## src/rtl/video_timing_pkg.sv

```systemverilog
// Timing constants, FSM encoding and measurement types shared by the video timing
// generator and decoder.
package video_timing_pkg;

    localparam int H_ACTIVE_720P   = 1280;
    localparam int V_ACTIVE_720P   = 720;
    localparam int H_FRAME_720P    = 1650;
    localparam int V_FRAME_720P    = 750;
    localparam int LOCK_FRAMES_DEF = 2;

    localparam int MEAS_W  = 16;
    localparam int MATCH_W = 8;

    typedef logic [MEAS_W-1:0]  meas_t;
    typedef logic [MATCH_W-1:0] match_t;

    typedef enum logic [1:0] {
        ST_SEARCH  = 2'd0,
        ST_MEASURE = 2'd1,
        ST_LOCKED  = 2'd2
    } lock_state_e;

    // Measurement counters stick at all-ones so an absent sync never aliases to a valid period.
    function automatic meas_t sat_inc(input meas_t v);
        return (v == '1) ? v : v + meas_t'(1);
    endfunction

endpackage

```

## src/rtl/sync_edge_detect.sv

```systemverilog
// Registers one sync/enable bit and reports single-cycle rise/fall pulses relative to the
// previous registered value.
module sync_edge_detect (
    input  logic clk_i,
    input  logic rst_i,
    input  logic d_i,
    output logic level_o,
    output logic rise_o,
    output logic fall_o
);

    logic level_q;
    logic prev_q;

    // NOTE: sequential state uses non-blocking assignment so every flop samples pre-edge values.
    always_ff @(posedge clk_i or posedge rst_i) begin
        if (rst_i) begin
            level_q <= 1'b0;
            prev_q  <= 1'b0;
        end else begin
            level_q <= d_i;
            prev_q  <= level_q;
        end
    end

    assign level_o = level_q;
    assign rise_o  = level_q & ~prev_q;
    assign fall_o  = ~level_q & prev_q;

endmodule

```

## src/rtl/video_timing_decoder.sv

```systemverilog
// Receive-side video timing decoder: recovers pixel coordinates and RGB colour from a parallel
// sync/DE stream and declares lock once line and frame timing match the expected mode.
module video_timing_decoder
    import video_timing_pkg::*;
#(
    parameter int H_ACTIVE_VIDEO = H_ACTIVE_720P,
    parameter int V_ACTIVE_VIDEO = V_ACTIVE_720P,
    parameter int H_FRAME        = H_FRAME_720P,
    parameter int V_FRAME        = V_FRAME_720P,
    parameter int LOCK_FRAMES    = LOCK_FRAMES_DEF
) (
    input  logic        pixel_clk,
    input  logic        rst,
    input  logic [23:0] video_in_pData,
    input  logic        video_in_pHSync,
    input  logic        video_in_pVSync,
    input  logic        video_in_pVDE,
    output logic [31:0] pixel_x,
    output logic [31:0] pixel_y,
    output logic [23:0] pixel_color,
    output logic        pixel_valid,
    output logic        frame_start,
    output logic        locked,
    output logic        timing_error
);

    localparam meas_t  H_ACT_M = meas_t'(H_ACTIVE_VIDEO);
    localparam meas_t  H_FRM_M = meas_t'(H_FRAME);
    localparam meas_t  V_ACT_M = meas_t'(V_ACTIVE_VIDEO);
    localparam meas_t  V_FRM_M = meas_t'(V_FRAME);
    localparam match_t LOCK_M  = match_t'(LOCK_FRAMES);

    logic hs_lvl, hs_rise, hs_fall;
    logic vs_lvl, vs_rise, vs_fall;
    logic vde_q, vde_rise, vde_fall;
    logic unused_sync;

    sync_edge_detect u_hs (.clk_i(pixel_clk), .rst_i(rst), .d_i(video_in_pHSync),
                           .level_o(hs_lvl), .rise_o(hs_rise), .fall_o(hs_fall));
    sync_edge_detect u_vs (.clk_i(pixel_clk), .rst_i(rst), .d_i(video_in_pVSync),
                           .level_o(vs_lvl), .rise_o(vs_rise), .fall_o(vs_fall));
    sync_edge_detect u_de (.clk_i(pixel_clk), .rst_i(rst), .d_i(video_in_pVDE),
                           .level_o(vde_q), .rise_o(vde_rise), .fall_o(vde_fall));

    assign unused_sync = ^{hs_lvl, hs_fall, vs_lvl, vs_fall};

    logic [23:0] data_q;
    lock_state_e state_q, state_d;
    match_t      match_q, match_d;
    meas_t       h_cnt_q, h_cnt_d;
    meas_t       a_cnt_q, a_cnt_d;
    meas_t       v_cnt_q, v_cnt_d;
    meas_t       va_cnt_q, va_cnt_d;
    logic        h_seen_q, h_seen_d;
    logic        line_bad_q, line_bad_d;
    logic        pend_q, pend_d;
    logic [31:0] x_q, x_d, y_q, y_d;
    logic [23:0] color_q, color_d;
    logic        valid_q, valid_d, fs_q, fs_d, locked_q, locked_d, terr_q, terr_d;

    logic line_bad_now;
    logic frame_ok;

    // A line is only judged once a full HSync period has been observed since reset.
    assign line_bad_now = (hs_rise && h_seen_q && (h_cnt_q != H_FRM_M))
                        | (vde_fall && (a_cnt_q != H_ACT_M));
    assign frame_ok     = !line_bad_q && !line_bad_now
                        && (v_cnt_q == V_FRM_M) && (va_cnt_q == V_ACT_M);

    // NOTE: every always_comb output gets a default first, so no path can infer a latch.
    always_comb begin
        h_cnt_d    = hs_rise ? meas_t'(1) : sat_inc(h_cnt_q);
        a_cnt_d    = a_cnt_q;
        v_cnt_d    = v_cnt_q;
        va_cnt_d   = va_cnt_q;
        h_seen_d   = h_seen_q | hs_rise;
        line_bad_d = line_bad_q;
        pend_d     = pend_q;
        x_d        = x_q;
        y_d        = y_q;
        fs_d       = 1'b0;

        if (vde_rise)   a_cnt_d = meas_t'(1);
        else if (vde_q) a_cnt_d = sat_inc(a_cnt_q);

        // Each frame window runs from one VSync rise up to (not including) the next.
        if (vs_rise) begin
            v_cnt_d    = hs_rise  ? meas_t'(1) : meas_t'(0);
            va_cnt_d   = vde_rise ? meas_t'(1) : meas_t'(0);
            line_bad_d = 1'b0;
        end else begin
            if (hs_rise)      v_cnt_d    = sat_inc(v_cnt_q);
            if (vde_rise)     va_cnt_d   = sat_inc(va_cnt_q);
            if (line_bad_now) line_bad_d = 1'b1;
        end

        if (vde_rise) begin
            x_d    = 32'd0;
            pend_d = 1'b0;
            if (vs_rise || pend_q) begin
                y_d  = 32'd0;
                fs_d = 1'b1;
            end
        end else begin
            if (vde_q)    x_d    = x_q + 32'd1;
            if (vde_fall) y_d    = y_q + 32'd1;
            if (vs_rise)  pend_d = 1'b1;
        end

        color_d = {data_q[23:16], data_q[7:0], data_q[15:8]};
        valid_d = vde_q & locked_q;
    end

    always_comb begin
        state_d = state_q;
        match_d = match_q;
        terr_d  = 1'b0;
        unique case (state_q)
            ST_SEARCH: begin
                if (vs_rise) begin
                    state_d = ST_MEASURE;
                    match_d = '0;
                end
            end
            ST_MEASURE: begin
                if (vs_rise) begin
                    if (!frame_ok) begin
                        match_d = '0;
                    end else if (match_t'(match_q + 8'd1) >= LOCK_M) begin
                        match_d = LOCK_M;
                        state_d = ST_LOCKED;
                    end else begin
                        match_d = match_t'(match_q + 8'd1);
                    end
                end
            end
            ST_LOCKED: begin
                if (line_bad_now || (vs_rise && !frame_ok)) begin
                    terr_d  = 1'b1;
                    match_d = '0;
                    state_d = ST_MEASURE;
                end
            end
            default: begin
                state_d = ST_SEARCH;
                match_d = '0;
            end
        endcase
        locked_d = (state_d == ST_LOCKED);
    end

    always_ff @(posedge pixel_clk or posedge rst) begin
        if (rst) begin
            data_q     <= '0;
            state_q    <= ST_SEARCH;
            match_q    <= '0;
            h_cnt_q    <= '0;
            a_cnt_q    <= '0;
            v_cnt_q    <= '0;
            va_cnt_q   <= '0;
            h_seen_q   <= 1'b0;
            line_bad_q <= 1'b0;
            pend_q     <= 1'b0;
            x_q        <= '0;
            y_q        <= '0;
            color_q    <= '0;
            valid_q    <= 1'b0;
            fs_q       <= 1'b0;
            locked_q   <= 1'b0;
            terr_q     <= 1'b0;
        end else begin
            data_q     <= video_in_pData;
            state_q    <= state_d;
            match_q    <= match_d;
            h_cnt_q    <= h_cnt_d;
            a_cnt_q    <= a_cnt_d;
            v_cnt_q    <= v_cnt_d;
            va_cnt_q   <= va_cnt_d;
            h_seen_q   <= h_seen_d;
            line_bad_q <= line_bad_d;
            pend_q     <= pend_d;
            x_q        <= x_d;
            y_q        <= y_d;
            color_q    <= color_d;
            valid_q    <= valid_d;
            fs_q       <= fs_d;
            locked_q   <= locked_d;
            terr_q     <= terr_d;
        end
    end

    assign pixel_x      = x_q;
    assign pixel_y      = y_q;
    assign pixel_color  = color_q;
    assign pixel_valid  = valid_q;
    assign frame_start  = fs_q;
    assign locked       = locked_q;
    assign timing_error = terr_q;

endmodule
```

## config.mk

```make
export PLATFORM = sky130hd
export DESIGN_NAME = video_timing_decoder
export DESIGN_NICKNAME = d
export VERILOG_FILES = /design/src/rtl/video_timing_pkg.sv /design/src/rtl/sync_edge_detect.sv /design/src/rtl/video_timing_decoder.sv
export SDC_FILE = /design/constraint.sdc
export NUM_CORES = 1
export LEC_CHECK = 0
export ABC_AREA = 1
export ABC_CLOCK_PERIOD_IN_PS = 10600
export CAP_MARGIN = 0
export CORE_MARGIN = 1
export CORE_UTILIZATION = 58
export CTS_BUF_LIST = sky130_fd_sc_hd__clkbuf_2
export DETAILED_ROUTE_END_ITERATION = 10
export GPL_ROUTABILITY_DRIVEN = 0
export PLACE_DENSITY = 0.82
export SETUP_SLACK_MARGIN = 0.4
export SLEW_MARGIN = 5
export SYNTH_ARGS = -nofsm -noshare
export SYNTH_HDL_FRONTEND = slang
export SYNTH_SLANG_ARGS = --single-unit
```

## constraint.sdc

```tcl
create_clock -name pixel_clk -period 10.6 [get_ports pixel_clk]
set_clock_uncertainty 0.15 [all_clocks]
set_input_delay 3.18 -clock pixel_clk [delete_from_list [all_inputs] [get_ports pixel_clk]]
set_output_delay 3.18 -clock pixel_clk [all_outputs]
set_load 0.05 [all_outputs]
```

==> results of run 1 <==
## cells by family after synthesis
family	Yosys count	synth area share
fa+ha+maj	12	0.0149
mux	1	0.000991
flops	199	0.493
xor+xnor	27	0.0234
buf+inv	202	0.0791
compound gates	158	0.0887
simple gates	663	0.300
## stage by stage
step	utilization	instance area [sq um]	setup slack, ps	cells	hold WS (ps)
2_1_floorplan	-	10100	1840	1262	181
3_3_place_gp	0.685	11500	5080	1581	181
3_5_place_dp	0.685	11500	5060	1581	185
4_1_cts	0.700	11700	4990	1612	229
5_1_grt	0.700	11700	4940	1613	248
6_report	0.700	11700	5040	1613	241
## flip-flops by register name, indices dropped and copies added (netlist names), 2 cells and up
signal       flops
state_q          2
v_cnt_q         16
pixel_y         32
data_q          24
va_cnt_q        16
pixel_x         32
a_cnt_q         16
match_q          8
pixel_color     24
h_cnt_q         16
## synth_stat cells, types with 5 or more instances
cell / instances
nor2_2: 8
dfrtp_1: 199
o21ai_1: 5
ha_1: 12
o21ai_0: 83
inv_2: 10
nand2_1: 262
nor3_1: 56
xnor2_1: 7
o31ai_1: 7
nor2_1: 153
nand3_1: 94
clkbuf_1: 7
or2_2: 8
buf_2: 8
inv_1: 167
a21oi_1: 39
o21a_1: 5
nand4_1: 38
xor2_1: 20
nor4_1: 14
## layer usage
metal,track usage,vias to the layer above
li1,-,4351
met1,0.361,4090
met3,0.0382,30
met4,0.0896,0
met5,0,-
met2,0.428,286
## final timing paths
path                       slack [ps]  cells after the start               startpoint                   endpoint
setup / recovery                 5040                      1  pixel_x[25]$_DFFE_PP0P_                pixel_x[25]
hold / removal                    240                      0      data_q[8]$_DFF_PP0_   pixel_color[0]$_DFF_PP0_
setup reg to reg                 7330                      9   u_de.level_o$_DFF_PP0_    pixel_y[24]$_DFFE_PP0P_
hold reg to reg                   240                      0      data_q[8]$_DFF_PP0_   pixel_color[0]$_DFF_PP0_
max in group asynchronous        6070                      3                      rst    va_cnt_q[3]$_DFFE_PP0P_
min in group asynchronous        2720                      2                      rst  pixel_color[13]$_DFF_PP0_
## layout make-up
type                       instances  share of cell area
antenna                            1            0.000213
clock buffer                      17             0.00725
multi-input combinational        861               0.368
clock inverter                    14              0.0148
sequential                       199               0.424
tap                              220              0.0235
timing repair buffer             123               0.104
inverter                         178              0.0576
## report_power, final
| group | total (uW) | internal (uW) | leakage, uW | switching, uW |
|---|---|---|---|---|
| clock network | 388 | 102 | 0.000157 | 286 |
| logic | 166 | 52.0 | 0.00252 | 114 |
| registers | 821 | 791 | 0.00262 | 29.4 |
| total | 1370 | 945 | 0.00530 | 430 |
==> results.tsv, run 1 <==
metric	value	unit
synth.area.top_cells	dfrtp_1, nand2_1, inv_1	
setup_viol	0	
pin_count	121	
vdd_drop_max	0.0788	mV
die_h	134	um
fill_cells	1416	
finalSetupTns	0	ps
highest-signal-layer	met4	
cts_tree	built	
ys_seq_area_frac	0.493	
crit_type	register to primary output	
grt_max_degree	122	
multi_input_area	4320	sq um
layout_common_cells	nand2_1, dfrtp_1, inv_1	
synth-async-reset-ratio	1.00	
core_area	16800	sq um
nets	1421	
drc_errors	0	
synth-edff-count	0	
num_rows	47	
ctsResizeCount	0	
port-buffer-count	120	
first_global_vias	8100	
synth_top_area_frac	0.493	
hold_violations	0	
cp.arrival	2230	ps
detail-route-antenna-nets	0	
synthesis.nets	1303	
initialDrtViolationCount	813	
die_area	17900	sq um
synth_cell_type_count	52	
wl	22100	um
rsz0062_at_grt	no	
outcome	finished clean	
slowest_stage	clkdlybuf4s50_1	
via_per_inst	5.43	
cp-start-kind	register	
clock-sinks	199	
power.density	117	nW/um^2
cts_buffer_depth	2	
post-route-period-util	0.524	
area_growth	16.2	%
ff_latch_area	4980	sq um
drv_cap	0	
finalWorstPathRequiredPeriod	5560	ps
grt.total_usage	0.263	
ys_ff_latch	199	
crit_family	buffers and inverters	
drv_slew	0	
mostFrequentLayoutCell	nand2_1	
drt-pass1-iter-count	8	
syn_inst	1262	
grt_remaining_overflow	0	
dpl.hpwl	16000	um
p_leak	0.00530	uW
max-slew-margin-rel	0.374	
synth_area	10100	sq um
path_max_fanout	7	
dieWidth	134	um
cts_buffers	17	
wl_met1	9890	um
synth_ff_type	dfrtp_1	
fin_total_pwr	1370	uW
synth_top_area_cell	dfrtp_1	
dr_wl_met3	1130	um
cts-root-buf	clkbuf_2	
wire_per_inst	13.7	um
cts_setup_buffers	0	
wl_met2	10700	um
antenna_found_initial	1	
hp-class	register to register	
critPathBufInv	1	
required	7270	ps
avgSynthCellArea	8.00	sq um
worst_slew_pin_slew	940	ps
start_util	0.602	
cts_hold_buf	0	
clk_pin_slew	290	ps
ys_warn_count	0	
cts.htree.levels	4	
drive_above_1_share	0.0618	
cp-end-kind	primary output	
vias	8757	
cp_slowest_stage_delay	860	ps
crit_chain	clkdlybuf4s50_1	
fmax	180	MHz
insertion_delay	820	ps
grt_pass1_wl	37900	um
(Power assumes the default switching activity.)
==> run 2: changes to the inputs <==
ABC_CLOCK_PERIOD_IN_PS = 4800   (was 10600)
CORE_UTILIZATION = 53   (was 58)
PLACE_DENSITY = 0.79   (was 0.82)
clock period = 4.8 ns   (was 10.6 ns; I/O delays follow)
==> results.tsv, run 2 (same netlist as run 1, synthesis figures left out) <==
metric	value	unit
cp_slowest_stage_delay	850	ps
clock-sinks	199	
placed_area	11500	sq um
max-slew-margin-rel	0.460	
cts_buffer_depth	2	
crit_start	pixel_x[27]$_DFFE_PP0P_	
grtUsageMet2	0.396	
grt_max_degree	63	
cts_hold_buf	0	
hold_violations	0	
setup_viol	0	
cts.htree.levels	4	
cts_setup_buffers	0	
port-buffer-count	120	
nets	1425	
antenna_found_initial	1	
grt_use_met3	0.0369	
grt_remaining_overflow	0	
cp.arrival	2220	ps
cts_tree	built	
detail-route-antenna-nets	0	
mostFrequentLayoutCell	nand2_1	
insertion_delay	800	ps
drive_above_1_share	0.0651	
top_usage_layer	met2	
die_area	19600	sq um
ff2ff_path_depth	10	
area_growth	16.9	%
clk_pin_slew	330	ps
cts-root-buf	clkbuf_2	
finalWorstPathRequiredPeriod	3810	ps
via_per_inst	5.46	
endpoint	pixel_x[27]	
grtUsageMet1	0.331	
vias	8918	
fmax	263	MHz
crit_family	buffers and inverters	
layout_common_cells	nand2_1, dfrtp_1, inv_1	
slowest_stage	clkdlybuf4s50_1	
finalSetupTns	0	ps
num_rows	50	
drv_slew	0	
grt.total_usage	0.244	
first_global_vias	8216	
rsz0062_at_grt	no	
required	3210	ps
cp-end-kind	primary output	
pin_count	121	
initialDrtViolationCount	758	
grt_pass1_wl	38700	um
drv_cap	0	
ctsResizeCount	0	
cts_buffers	17	
drc_errors	0	
holdWs	232	ps
die_h	140	um
post-route-period-util	0.793	
fin_area	11800	sq um
crit_cells	1	
crit_chain	clkdlybuf4s50_1	
r2r_setup_slack	1910	ps
drt-pass1-iter-count	7	
path_max_fanout	5	
crit_type	register to primary output	
outcome	finished clean	
dpl.hpwl	16600	um
reg2reg_from	u_de.level_o$_DFF_PP0_	
p_leak	0.00532	uW
critPathBufInv	1	
reg2reg_to	a_cnt_q[15]$_DFFE_PP0P_	
vdd_drop_max	0.140	mV
worst_slew_pin_slew	803	ps
power.density	256	nW/um^2
wire_per_inst	14.0	um
cp-start-kind	register	
dieWidth	140	um
fin_util	0.631	
hp-class	register to register	
start_util	0.540	
core_area	18700	sq um
wl	22900	um
## run 2: worst min path at each step
| stage | startpoint | endpoint | depth (start not counted) |
|---|---|---|---|
| final | data_q[0]$_DFF_PP0_ | pixel_color[8]$_DFF_PP0_ | 0 |
| after global routing | data_q[0]$_DFF_PP0_ | pixel_color[8]$_DFF_PP0_ | 0 |
| after CTS | data_q[5]$_DFF_PP0_ | pixel_color[13]$_DFF_PP0_ | 0 |
| after detailed placement | data_q[17]$_DFF_PP0_ | pixel_color[17]$_DFF_PP0_ | 0 |
| after global placement | data_q[5]$_DFF_PP0_ | pixel_color[13]$_DFF_PP0_ | 0 |
| after floorplan | data_q[8]$_DFF_PP0_ | pixel_color[0]$_DFF_PP0_ | 0 |
## run 2: area by class of cell
type                            count  area [sq um]
Inverter                          178           672
Clock buffer                       17          85.1
Timing Repair Buffer              127          1280
Fill cell                        1618          6910
Antenna cell                        1          2.50
Tap cell                          234           293
Multi-Input combinational cell    861          4320
Sequential cell                   199          4980
Clock inverter                     15           170
## run 2: metal layers
metal	wire, um	vias to the layer above	part of all wire
met5	0	-	0
met4	474	0	0.021
met3	1050	42	0.046
met2	10900	258	0.47
met1	10500	4258	0.46
li1	-	4360	-
## run 2: power breakdown
part	internal, uW	total [uW]	switching, uW
logic	119	369	250
registers	1750	1810	61.4
clock network	183	841	657
total	2050	3020	969
## run 2: stage by stage
stage	worst slack (ps)	instances	power [uW]
floorplan	636	1262	2080
global placement	1830	1599	2190
detailed placement	1820	1599	2210
CTS	954	1631	3050
global route	895	1632	3160
finish	993	1632	3020
